--- src/rtl/trng_pkg.sv ---
// trng_pkg: default word width, FIFO depth, RCT cutoff and FIFO level width shared by the TRNG packer files
package trng_pkg;
   localparam int TRNG_WORD_W     = 32;
   localparam int TRNG_FIFO_DEPTH = 4;
   localparam int TRNG_RCT_CUTOFF = 32;
   localparam int TRNG_LVL_W      = $clog2(TRNG_FIFO_DEPTH) + 1;
endpackage

--- src/rtl/trng_word_packer_if.sv ---
// trng_word_packer_if: raw bit stream (bit_in/bit_vld) in, packed word handshake (word_out/word_vld/word_rdy) out; master = source/consumer side, slave = packer
interface trng_word_packer_if
   import trng_pkg::*;
#(
   parameter int WORD_W = TRNG_WORD_W
);
   logic              bit_in;
   logic              bit_vld;
   logic              word_rdy;
   logic              word_vld;
   logic [WORD_W-1:0] word_out;
   modport master (output bit_in, bit_vld, word_rdy, input word_out, word_vld);
   modport slave  (input bit_in, bit_vld, word_rdy, output word_out, word_vld);
endinterface

--- src/rtl/trng_sync_fifo.sv ---
// trng_sync_fifo: single-clock show-ahead FIFO; push/push_data/full in, pop/pop_data/empty out, level = words held; pop-then-push allowed when full
module trng_sync_fifo #(
   parameter int W     = 32,
   parameter int DEPTH = 4,
   localparam int AW   = $clog2(DEPTH),
   localparam int LW   = AW + 1
) (
   input  logic          clk,
   input  logic          rst,
   input  logic          push,
   input  logic [W-1:0]  push_data,
   output logic          full,
   input  logic          pop,
   output logic [W-1:0]  pop_data,
   output logic          empty,
   output logic [LW-1:0] level
);
   logic [W-1:0]  mem_q [DEPTH];
   logic [W-1:0]  mem_d [DEPTH];
   logic [AW-1:0] wr_q, wr_d, rd_q, rd_d;
   logic [LW-1:0] lvl_q, lvl_d;
   logic          do_push, do_pop;
   assign full     = lvl_q == LW'(DEPTH);
   assign empty    = lvl_q == '0;
   assign pop_data = mem_q[rd_q];
   assign level    = lvl_q;
   always_comb begin
      do_pop  = pop & ~empty;
      do_push = push & (~full | do_pop);
      mem_d   = mem_q;
      if (do_push) mem_d[wr_q] = push_data;
      wr_d    = wr_q + AW'(do_push);
      rd_d    = rd_q + AW'(do_pop);
      lvl_d   = lvl_q + LW'(do_push) - LW'(do_pop);
   end
   always_ff @(posedge clk or posedge rst)
      if (rst) begin
         mem_q <= '{default: '0};
         wr_q  <= '0;
         rd_q  <= '0;
         lvl_q <= '0;
      end else begin
         mem_q <= mem_d;
         wr_q  <= wr_d;
         rd_q  <= rd_d;
         lvl_q <= lvl_d;
      end
endmodule

--- src/rtl/trng_word_packer.sv ---
// trng_word_packer: von Neumann corrector + repetition-count test + LSB-first word packing into a FIFO; clk/rst/enable/vn_en/clr in, bus (bit stream in, word handshake out), fifo_level/ovf/rct_fail out
module trng_word_packer
   import trng_pkg::*;
#(
   parameter int WORD_W     = TRNG_WORD_W,
   parameter int FIFO_DEPTH = TRNG_FIFO_DEPTH,
   parameter int RCT_CUTOFF = TRNG_RCT_CUTOFF,
   localparam int LW        = $clog2(FIFO_DEPTH) + 1
) (
   input  logic              clk,
   input  logic              rst,
   input  logic              enable,
   input  logic              vn_en,
   input  logic              clr,
   trng_word_packer_if.slave bus,
   output logic [LW-1:0]     fifo_level,
   output logic              ovf,
   output logic              rct_fail
);
   localparam int CW = $clog2(WORD_W);
   localparam int RW = $clog2(RCT_CUTOFF + 1);
   localparam logic [CW-1:0] LAST = CW'(WORD_W - 1);
   localparam logic [RW-1:0] CUT  = RW'(RCT_CUTOFF);
   logic              pair_vld_q, pair_vld_d, pair_bit_q, pair_bit_d;
   logic [WORD_W-1:0] word_q, word_d, push_data, word_out;
   logic [CW-1:0]     cnt_q, cnt_d;
   logic [RW-1:0]     run_q, run_d;
   logic              last_q, last_d, ovf_q, ovf_d, rct_q, rct_d;
   logic              take, emit, ebit, push, pop, full, empty;
   always_comb begin
      take       = enable & bus.bit_vld;
      emit       = vn_en ? take & pair_vld_q & (pair_bit_q != bus.bit_in) : take;
      ebit       = vn_en ? pair_bit_q : bus.bit_in;
      pair_vld_d = enable & vn_en & (take ? ~pair_vld_q : pair_vld_q);
      pair_bit_d = take & ~pair_vld_q ? bus.bit_in : pair_bit_q;
      push_data  = word_q;
      push_data[cnt_q] = ebit;
      push       = emit & (cnt_q == LAST);
      word_d     = !enable || push ? '0 : emit ? push_data : word_q;
      cnt_d      = !enable || push ? '0 : emit ? cnt_q + 1'b1 : cnt_q;
      run_d      = !enable ? '0 : !take ? run_q :
                   (run_q != '0 && bus.bit_in == last_q) ? (run_q == CUT ? CUT : run_q + 1'b1) : RW'(1);
      last_d     = take ? bus.bit_in : last_q;
      pop        = ~empty & bus.word_rdy;
      ovf_d      = (push & full & ~pop) | (ovf_q & ~clr);
      rct_d      = (take & (run_d == CUT)) | (rct_q & ~clr);
   end
   always_ff @(posedge clk or posedge rst)
      if (rst) begin
         pair_vld_q <= 1'b0;
         pair_bit_q <= 1'b0;
         word_q     <= '0;
         cnt_q      <= '0;
         run_q      <= '0;
         last_q     <= 1'b0;
         ovf_q      <= 1'b0;
         rct_q      <= 1'b0;
      end else begin
         pair_vld_q <= pair_vld_d;
         pair_bit_q <= pair_bit_d;
         word_q     <= word_d;
         cnt_q      <= cnt_d;
         run_q      <= run_d;
         last_q     <= last_d;
         ovf_q      <= ovf_d;
         rct_q      <= rct_d;
      end
   trng_sync_fifo #(.W(WORD_W), .DEPTH(FIFO_DEPTH)) u_fifo (
      .clk      (clk),
      .rst      (rst),
      .push     (push),
      .push_data(push_data),
      .full     (full),
      .pop      (pop),
      .pop_data (word_out),
      .empty    (empty),
      .level    (fifo_level)
   );
   assign bus.word_out = word_out;
   assign bus.word_vld = ~empty;
   assign ovf          = ovf_q;
   assign rct_fail     = rct_q;
endmodule
--- src/flat_wrapper.sv ---
// flat-port wrapper written by rule: the top's interface ports become plain ports
module trng_word_packer_flat import trng_pkg::*;
#(
   parameter int WORD_W     = TRNG_WORD_W,
   parameter int FIFO_DEPTH = TRNG_FIFO_DEPTH,
   parameter int RCT_CUTOFF = TRNG_RCT_CUTOFF,
   localparam int LW        = $clog2(FIFO_DEPTH) + 1
)
  (clk, rst, enable, vn_en, clr, fifo_level, ovf, rct_fail, bus_bit_in, bus_bit_vld, bus_word_rdy, bus_word_out, bus_word_vld);
  trng_word_packer_if #(.WORD_W(WORD_W)) bus_i ();
  input  logic clk;
  input  logic rst;
  input  logic enable;
  input  logic vn_en;
  input  logic clr;
  output logic [LW-1:0] fifo_level;
  output logic ovf;
  output logic rct_fail;
  input wire logic [$bits(bus_i.bit_in)-1:0] bus_bit_in;
  input wire logic [$bits(bus_i.bit_vld)-1:0] bus_bit_vld;
  input wire logic [$bits(bus_i.word_rdy)-1:0] bus_word_rdy;
  output wire logic [$bits(bus_i.word_out)-1:0] bus_word_out;
  output wire logic [$bits(bus_i.word_vld)-1:0] bus_word_vld;
  assign bus_i.bit_in = bus_bit_in;
  assign bus_i.bit_vld = bus_bit_vld;
  assign bus_i.word_rdy = bus_word_rdy;
  assign bus_word_out = bus_i.word_out;
  assign bus_word_vld = bus_i.word_vld;
  trng_word_packer #(.WORD_W(WORD_W), .FIFO_DEPTH(FIFO_DEPTH), .RCT_CUTOFF(RCT_CUTOFF)) u_core (.clk(clk), .rst(rst), .enable(enable), .vn_en(vn_en), .clr(clr), .bus(bus_i), .fifo_level(fifo_level), .ovf(ovf), .rct_fail(rct_fail));
endmodule
--- config.mk ---
export PLATFORM = sky130hd
export DESIGN_NAME = trng_word_packer_flat
export DESIGN_NICKNAME = d
export VERILOG_FILES = /design/src/rtl/trng_pkg.sv /design/src/rtl/trng_word_packer_if.sv /design/src/rtl/trng_sync_fifo.sv /design/src/rtl/trng_word_packer.sv /design/src/flat_wrapper.sv
export SDC_FILE = /design/constraint.sdc
export NUM_CORES = 1
export LEC_CHECK = 0
export BUFFER_PORTS_ARGS = -buffer_cell sky130_fd_sc_hd__buf_2
export CORE_AREA = 5 5 173 108
export CTS_BUF_LIST = sky130_fd_sc_hd__clkbuf_4 sky130_fd_sc_hd__clkbuf_8
export CTS_CLUSTER_DIAMETER = 40
export CTS_CLUSTER_SIZE = 20
export DETAILED_ROUTE_END_ITERATION = 6
export DIE_AREA = 0 0 178 113
export PLACE_DENSITY = 0.68
export SLEW_MARGIN = 20
export SYNTH_ARGS = -nofsm -noshare
export SYNTH_HDL_FRONTEND = slang
export SYNTH_SLANG_ARGS = --single-unit
--- constraint.sdc ---
create_clock -name clk -period 15 [get_ports clk]
set_input_delay 3 -clock clk [delete_from_list [all_inputs] [get_ports clk]]
set_output_delay 3 -clock clk [all_outputs]
set_load 0.01 [all_outputs]
======== After elaboration in Yosys (flattened, before gate mapping) ========
Index checks and enable logic that the tools add are counted.
Widths: inputs -> output; s select.
word-level totals
  ROM bits ................................ 0
  bits in latches ......................... 0
  memory bits (writable) .................. 0
  logic and storage cells ................. 85
  output and inout bits ................... 38
  memories kept ........................... 0
  bits in registers ....................... 183
  input bits .............................. 8
operators by class
  $add $sub $neg .......................... 6
  equality and inequality tests ........... 6
  magnitude comparators ................... 5
  mux-type cells .......................... 20
  bitwise operators ....................... 25
  shift operators ......................... 0
  multiply operators ...................... 0
  div/mod/pow operators ................... 0
  reduce and logical (&&, ||, !) cells .... 8
operator list
  kind                 count
  $mux 32              5
  $bwmux 128           1
  $bmux 32 s2          1
  $demux 32 s2         1
  $bwmux 32            1
  $mux 6               4
  $and 1x1->1          15
  $eq 6x6->1 const B   2
  $mux 5               2
  $add 6x1->6 const B  1
  $ge 3x3->1 const B   2
  $lt 5x6->1 const B   1
  $not 2->3            2
  $reduce_bool 6->1    1
  $add 5x1->5 const B  1
  $demux 1 s5          1
  $eq 5x5->1 const B   1
  $ge 5x1->1 const B   1
  $not 1->1            5
  $add 2x1->2          2
  $mux 1               4
  $add 3x1->3          1
  $eq 3x3->1 const B   1
  $logic_and 1x1->1    3
  other kinds (9)      11

======== Depth between registers and ports, before layout ========
Gate-level depths: netlist (run 1).
  depth after elaboration ................. 8
  depth in mapped cells ................... 13
  mapped depth without buffers ............ 12

======== Cells and area by module ========
A second synthesis (run 1) with hierarchy kept.
second synthesis, totals
  cells, all modules ...................... 610
  area total of the unflattened synthesis .. 8704.6 µm²
by module, submodules not included
  module            area an instance (µm²)  cells an instance  instances  sequential area each (µm²)
  trng_sync_fifo    6013.3                  342                1          3378.2
  trng_word_packer  2691.3                  268                1          1201.2

======== Least setup slack after synthesis (run 1) ========
Ideal clock, no wire load.
  path kind ............................... input to register
  start ................................... input port bus_bit_vld
  end ..................................... register u_core.u_fifo.lvl_q[2], in the netlist u_core.u_fifo.level[2]
  buffers on the path ..................... 1
  required time ........................... 14877 ps
  stages .................................. 13
  arrival ................................. 5131 ps
  library setup time ...................... 123 ps
  slack ................................... 9746 ps
  path through ............................ buf_2 > nand2_2 > inv_1 > ha_1 > nand2_1 > o22ai_4 > nand3_1 > ha_1 > inv_1 > ha_1 > fa_1 > xnor2_1 > xnor2_1
between the ends
  word-level cells in the longest chain between the ends .. 8
ends and longest elaborated chain
  what                        RTL line                text
  start, declared             flat_wrapper.sv:20      input wire logic [$bits(bus_i.bit_vld)-1:0] bus_bit_vld;
  $and 1x1->1 (*)             trng_word_packer.sv:31  take = enable & bus.bit_vld;
  via u_core.take             trng_word_packer.sv:29  logic take, emit, ebit, push, pop, full, empty;
  $and 1x1->1 (2 in series)   trng_word_packer.sv:32  emit = vn_en ? take & pair_vld_q & (pair_bit_q != bus.bit_in) : take;
  $mux 1 (*)                  trng_word_packer.sv:32
  $and 1x1->1 (*)             trng_word_packer.sv:38  push = emit & (cnt_q == LAST);
  $and 1x1->1 (*)             trng_sync_fifo.sv:29    do_push = push & (~full | do_pop);
  $add 3x1->3 (*)             trng_sync_fifo.sv:34    lvl_d = lvl_q + LW'(do_push) - LW'(do_pop);
  $sub 3x1->3 (*)             trng_sync_fifo.sv:34
  via u_core.u_fifo.lvl_d[2]  trng_sync_fifo.sv:21    logic [LW-1:0] lvl_q, lvl_d;
  end signal, assigned        trng_sync_fifo.sv:46    lvl_q <= lvl_d;
  end, declared               trng_sync_fifo.sv:21
The timed path passes the listed nets; every way through them passes the cells marked *.
A chain may end at the register's enable or synchronous reset.

======== Worst setup path after layout (run 1) ========
  start ................................... register u_core.u_fifo.rd_q[0]
  end ..................................... output port bus_word_out[4]
between the ends
  word-level cells in the longest chain between the ends .. 4
ends and longest elaborated chain
  what                                         RTL line              text
  start, declared                              trng_sync_fifo.sv:20  logic [AW-1:0] wr_q, wr_d, rd_q, rd_d;
  start signal, assigned                       trng_sync_fifo.sv:45  rd_q <= rd_d;
  $not 2->3 (not written as such)              trng_sync_fifo.sv:25  assign pop_data = mem_q[rd_q];
  $bmux 32 s2                                  trng_sync_fifo.sv:25
  $mux 32 (not written as such) (2 in series)  trng_sync_fifo.sv:25
  end, declared                                flat_wrapper.sv:22    output wire logic [$bits(bus_i.word_out)-1:0] bus_word_out;
Every way passes these cells. The select of a mux whose other input is x is not followed.

==> results of run 1 <==
-- flip-flops by register name (all words and copies together), names as in the netlist --
register             cells
u_core.ovf               1
u_core.u_fifo.level      3
u_core.pair_vld_q        1
u_core.cnt_q             5
u_core.word_q           32
u_core.pair_bit_q        1
u_core.rct_fail          1
u_core.u_fifo.wr_q       2
u_core.run_q             6
u_core.u_fifo.rd_q       2
u_core.u_fifo.mem_q    128
u_core.last_q            1
-- kinds of logic (layout without fill, tap and decap cells) --
logic type                 after synthesis  count (layout)  share of synthesized area
AOI/OAI and AO/OA                      181             181                      0.127
DFF                                    183             183                      0.542
muxes                                   69              69                      0.130
adders and majority gates               14              14                     0.0216
xor gates and xnor gates                 7               7                    0.00815
buffers and inverters                   68              96                     0.0392
and+or+nand+nor                        248             248                      0.132
-- stage by stage --
step	power, uW	instances	setup slack, ns	cell area, sq um	hold WS (ns)
after global placement	667	1000	9.58	8730	0.456
final	984	1032	9.81	9110	0.481
after detailed placement	674	1000	9.39	8730	0.464
after global routing	1030	1032	9.67	9110	0.504
after floorplan	634	770	7.03	8450	0.445
after CTS	996	1032	9.75	9100	0.484
-- power groups by stage --
stage,clock [uW],sequential (uW),combinational (uW)
detailed placement,0,523,151
global route,351,515,161
global placement,0,523,144
CTS,330,514,151
floorplan,0,520,115
finish,321,514,149
-- placed cells by master, fill, tap and decap left out, drive strengths merged, types with 4 or more instances in the layout --
master	synthesis	layout
nand2	194	194
dfrtp	183	183
o21ai	164	164
buf	31	49
mux2i	33	33
mux4	32	32
clkbuf	22	19
inv	14	17
ha	13	13
nor2	13	13
nand3	12	12
clkinv	1	9
nor2b	6	6
nand4	5	5
mux2	4	4
xnor2	4	4
-- Yosys cell counts, drive strengths merged, types with 6 or more instances --
master	instances
buf	31
clkbuf	22
dfrtp	183
ha	13
inv	14
mux2i	33
mux4	32
nand2	194
nand3	12
nor2	13
nor2b	6
o21ai	164
-- worst register-to-register path, delay by kind of cell, from the launching register on --
family | cells | cell delay, ns
buf+inv | 1 | 0.04
fa+ha+maj | 5 | 1.91
flops | 1 | 0.45
simple gates | 2 | 0.50
xor+xnor | 2 | 0.36
-- metal layers --
| metal | GRT usage | part of all wire | vias up |
|---|---|---|---|
| met5 | 0 | 0 | - |
| met4 | 0.0469 | 0.011 | 0 |
| met3 | 0.0394 | 0.043 | 19 |
| met2 | 0.288 | 0.46 | 124 |
| met1 | 0.272 | 0.48 | 2976 |
| li1 | - | - | 2706 |
-- cell type report --
type                            instances  share of cell area
Timing Repair Buffer                   49              0.0284
Inverter                               15             0.00673
Sequential cell                       183               0.503
Multi-Input combinational cell        519               0.388
Clock inverter                         13              0.0135
Tap cell                              234              0.0321
Clock buffer                           19              0.0280
-- worst paths after layout --
check                                        startpoint                      end  cells after the start
worst max-delay path              u_core.u_fifo.rd_q[0]          bus_word_out[4]                      3
worst min-delay path            u_core.u_fifo.mem_q[54]  u_core.u_fifo.mem_q[54]                      2
worst max register to register          u_core.cnt_q[0]   u_core.u_fifo.level[2]                     10
worst min register to register  u_core.u_fifo.mem_q[54]  u_core.u_fifo.mem_q[54]                      2
max in group asynchronous                           rst    u_core.u_fifo.rd_q[0]                      3
min in group asynchronous                           rst  u_core.u_fifo.mem_q[90]                      2
==> results_dict.tcl, run 1 <==
set metrics [dict create \
    rows 37 \
    power_switching_uw 286 \
    post-route-drc-count 0 \
    power.share.combinational 0.151 \
    setup_viol 0 \
    synth_flop_cell "dfrtp_1" \
    antenna_cells 0 \
    track_usage 0.186 \
    synth_top_area_frac 0.542 \
    postCtsSetupBuffers 0 \
    grt_max_degree 100 \
    clock.fmax_mhz 193 \
    hp-class "register to register" \
    ys_top_cells_by_area "dfrtp_1 54%, mux4_2 8.5%, nand2_1 8.5%, o21ai_0 6.1%, mux2i_1 3.9%" \
    skew_ns 0.0215 \
    outcome "finished, final reports clean" \
    die_area_sq_um 20100 \
    seq_area_frac_synth 0.542 \
    cts.sinks 183 \
    ant_nets 0 \
    synthCells 770 \
    cp.required_ns 12.00 \
    clk_latency_ns 0.46 \
    grt_overflow 0 \
    drt_iter0_markers 384 \
    post-synth-top-area-cell "dfrtp_1" \
    core_sq_um 16900 \
    area_delta_synth_final_pct 7.82 \
    post-route-util 0.539 \
    vdd_drop_max_v 0.0000722 \
    grt_antenna_before_repair 0 \
    synthesis.area_sq_um 8450 \
    numPortBuffers 45 \
    yosys_warnings 0 \
    crit_buf_inv 2 \
    firstDrtPassIters 5 \
    final.setup.tns_ns 0 \
    p_seq_frac 0.522 \
    nets 807 \
    num-fill-cells 1432 \
    die_y_microns 113 \
    p_per_area_nw_per_um2 108 \
    p_int_uw 699 \
    syn-num-nets 792 \
    cp-end-kind "output pin" \
    rsz0062_at_grt "false" \
    grt_pass1_vias 5684 \
    pwr-share-clk 0.327 \
    syn_avg_cell_area_sq_um 11.0 \
    gp_congestion 0.753 \
    wl_per_cell_microns 17.4 \
    max-slew-margin-rel 0.335 \
    crit_chain "buf_4, mux4_2, buf_2" \
    ctsResizeCount 0 \
    h-tree-depth 4 \
    leakage_uw 0.00422 \
    synthArstFlopShare 1.00 \
    route.vias.total 5825 \
    cts_tree "built" \
    hold_violations 0 \
    rrSetupSlack_ns 11.65 \
    multiInputGateArea_sq_um 3540 \
    via_per_inst 5.64 \
    clkTransAtPathRegs_ns 0.09 \
    ys_ff_latch 183 \
    maxCapViolations 0 \
    worstPathArrival_ns 2.19 \
    cts_hold_buf 0 \
    synth_cell_type_count 52 \
    swShare 0.290 \
    seqCellArea_sq_um 4580 \
    finalCriticalPeriod_ns 5.19 \
    die_x_microns 178 \
    drt_wl_total_microns 17900 \
    critPathTopFamily "buffers and inverters" \
    drive_gt1_frac 0.201 \
    cts.path.max_buffers 2 \
    worst_slew_pin_slew_ns 0.996 \
    synth-edff-count 0 \
    final_max_slew_viol_count 0 \
    cp-start-kind "register" \
    start_util 0.500 \
    fin_crit_sh 0.346 \
    grt_pass1_wl_microns 29700 \
    cp_slowest_cell "mux4_2" \
    hpwl_microns 11000 \
    cts-buffers-inserted 17 \
    slowest_delay_ns 0.63 \
    path_class "register to output pin" \
    ios 46 \
    cts_root_buf "clkbuf_8" \
    cp_max_fo 33 \
]
No activity file was read; power rests on OpenSTA's default activity.
==> inputs of run 2 (changes only) <==
==> constraint.sdc (replaced) <==
create_clock -name clk -period 4.8 [get_ports clk]
set_input_delay 0.96 -clock clk [delete_from_list [all_inputs] [get_ports clk]]
set_output_delay 0.96 -clock clk [all_outputs]
set_load 0.01 [all_outputs]
==> run 2 against run 1 <==
  * Routed wire length decreased by 0.69%
  * Clock skew decreased by 0.0029 ns
  * Via count decreased by 1.3%
  * Global-route usage increased by 0.29 points
  * Die area is the same
  * Critical path depth did not move
  * Non-clock buffer count is 1 higher
  * Combinational power is 120% higher
  * Register-to-register slack lost 10 ns
  * Utilization is 0.12 points higher
  * Sequential power rose to 3.3 times the previous value
  * Highest routed layer unchanged
==> results_dict.tcl, run 2 (same netlist as run 1, synthesis figures left out) <==
set metrics [dict create \
    track_usage 0.189 \
    holdPathEnd "u_core.u_fifo.mem_q[5]" \
    clock.fmax_mhz 286 \
    cts_root_buf "clkbuf_8" \
    area_delta_synth_final_pct 8.06 \
    grt_pass1_wl_microns 30200 \
    nets 808 \
    antenna_cells 0 \
    skew_ns 0.0186 \
    dpl-instance-area_sq_um 8750 \
    reg_top3 "u_core.u_fifo.mem_q (128), u_core.word_q (32), u_core.run_q (6)" \
    wl_per_cell_microns 17.2 \
    rows 37 \
    cts.sinks 183 \
    die_y_microns 113 \
    hp-class "register to register" \
    drt_wl_total_microns 17800 \
    start_util 0.500 \
    final_max_slew_viol_count 0 \
    drive_gt1_frac 0.203 \
    crit_chain "buf_4, mux4_2, buf_2" \
    core_sq_um 16900 \
    outcome "finished, final reports clean" \
    layout_commonest_cell "nand2_1" \
    cts.path.max_buffers 2 \
    reg2regPathDepth 10 \
    rsz0062_at_grt "false" \
    grt_pass1_vias 5852 \
    grt_max_degree 77 \
    largest-register "u_core.u_fifo.mem_q" \
    largest_reg_flops 128 \
    firstDrtPassIters 5 \
    via_per_inst 5.57 \
    final_cell_mix "192 x nand2_1, 181 x dfrtp_1, 103 x o21ai_0" \
    fin_crit_sh 0.730 \
    die_area_sq_um 20100 \
    numPortBuffers 45 \
    hold_start "u_core.u_fifo.mem_q[5]" \
    leakage_uw 0.00423 \
    worstPathArrival_ns 2.54 \
    cp.required_ns 3.84 \
    path_class "register to output pin" \
    gp_congestion 0.792 \
    cp-start-kind "register" \
    final.setup.tns_ns 0 \
    r2r-start "u_core.cnt_q[0]" \
    route.vias.total 5749 \
    cts_tree "built" \
    max-slew-margin-rel 0.338 \
    postCtsSetupBuffers 0 \
    final_cell_area_sq_um 9130 \
    maxCapViolations 0 \
    die_x_microns 178 \
    slowest_delay_ns 0.94 \
    finalCriticalPeriod_ns 3.50 \
    post-route-drc-count 0 \
    clk_latency_ns 0.46 \
    clkTransAtPathRegs_ns 0.10 \
    drt_iter0_markers 404 \
    r2r-end "u_core.u_fifo.level[2]" \
    ios 46 \
    cts_hold_buf 0 \
    ctsResizeCount 0 \
    worst_slew_pin_slew_ns 0.990 \
    p_per_area_nw_per_um2 336 \
    cts-buffers-inserted 17 \
    hpwl_microns 11300 \
    vdd_drop_max_v 0.000228 \
    num-fill-cells 1440 \
    hold_depth 2 \
    h-tree-depth 4 \
    cp-end-kind "output pin" \
    cp_max_fo 23 \
    setup_viol 0 \
    cp_slowest_cell "dfrtp_2" \
    rrSetupSlack_ns 1.49 \
    ant_nets 0 \
    grt_antenna_before_repair 0 \
    grt_overflow 0 \
    hold_violations 0 \
]
run 2: where the power goes:
group / leakage (uW) / switching (uW) / internal (uW) / total (uW)
registers: 0.00254 / 152 / 1570 / 1720
logic: 0.00149 / 160 / 176 / 335
clock network: 0.000200 / 594 / 421 / 1010
total: 0.00423 / 906 / 2160 / 3070
run 2: worst max path at each step:
| stage | end | from | slack [ns] |
|---|---|---|---|
| 6_report | bus_word_out[4] | u_core.u_fifo.rd_q[0] | 1.30 |
| 2_1_floorplan | u_core.cnt_q[0] | rst | 1.49 |
| 3_5_place_dp | u_core.u_fifo.level[2] | enable | 1.32 |
| 3_3_place_gp | u_core.u_fifo.level[2] | enable | 1.41 |
| 4_1_cts | bus_word_out[4] | u_core.u_fifo.rd_q[0] | 1.19 |
| 5_1_grt | bus_word_out[4] | u_core.u_fifo.rd_q[0] | 1.09 |
run 2: final cells by class:
class / instances / area [sq um] / area share
flip-flops and latches: 183 / 4580 / 0.502
multi-input cells: 519 / 3540 / 0.387
well taps: 234 / 293 / 0.0321
clock buffers: 20 / 275 / 0.0302
repair buffers: 50 / 275 / 0.0302
clock inverters: 12 / 106 / 0.0117
inverters: 15 / 60.1 / 0.00658
run 2: metrics by stage:
stage,util,instances,total power (uW),hold slack (ns),setup slack [ns]
2_1_floorplan,-,770,1980,0.445,1.49
3_3_place_gp,0.518,1001,2090,0.456,1.41
4_1_cts,0.540,1033,3110,0.487,1.19
6_report,0.540,1033,3070,0.488,1.30
5_1_grt,0.540,1033,3220,0.498,1.09
3_5_place_dp,0.518,1001,2100,0.466,1.32
run 2: routing by layer:
layer / vias up / part of all wire / global-route usage
met5: - / 0 / 0
met4: 0 / 0.0080 / 0.0386
met3: 16 / 0.052 / 0.0384
met2: 139 / 0.47 / 0.305
met1: 2887 / 0.47 / 0.270
li1: 2707 / - / -
run 2: worst max-delay path, delay by kind of cell (launching register included):
family / cells / cell delay, ns
flip-flops: 1 / 0.94
multiplexers: 1 / 0.56
buffers and inverters: 2 / 0.55
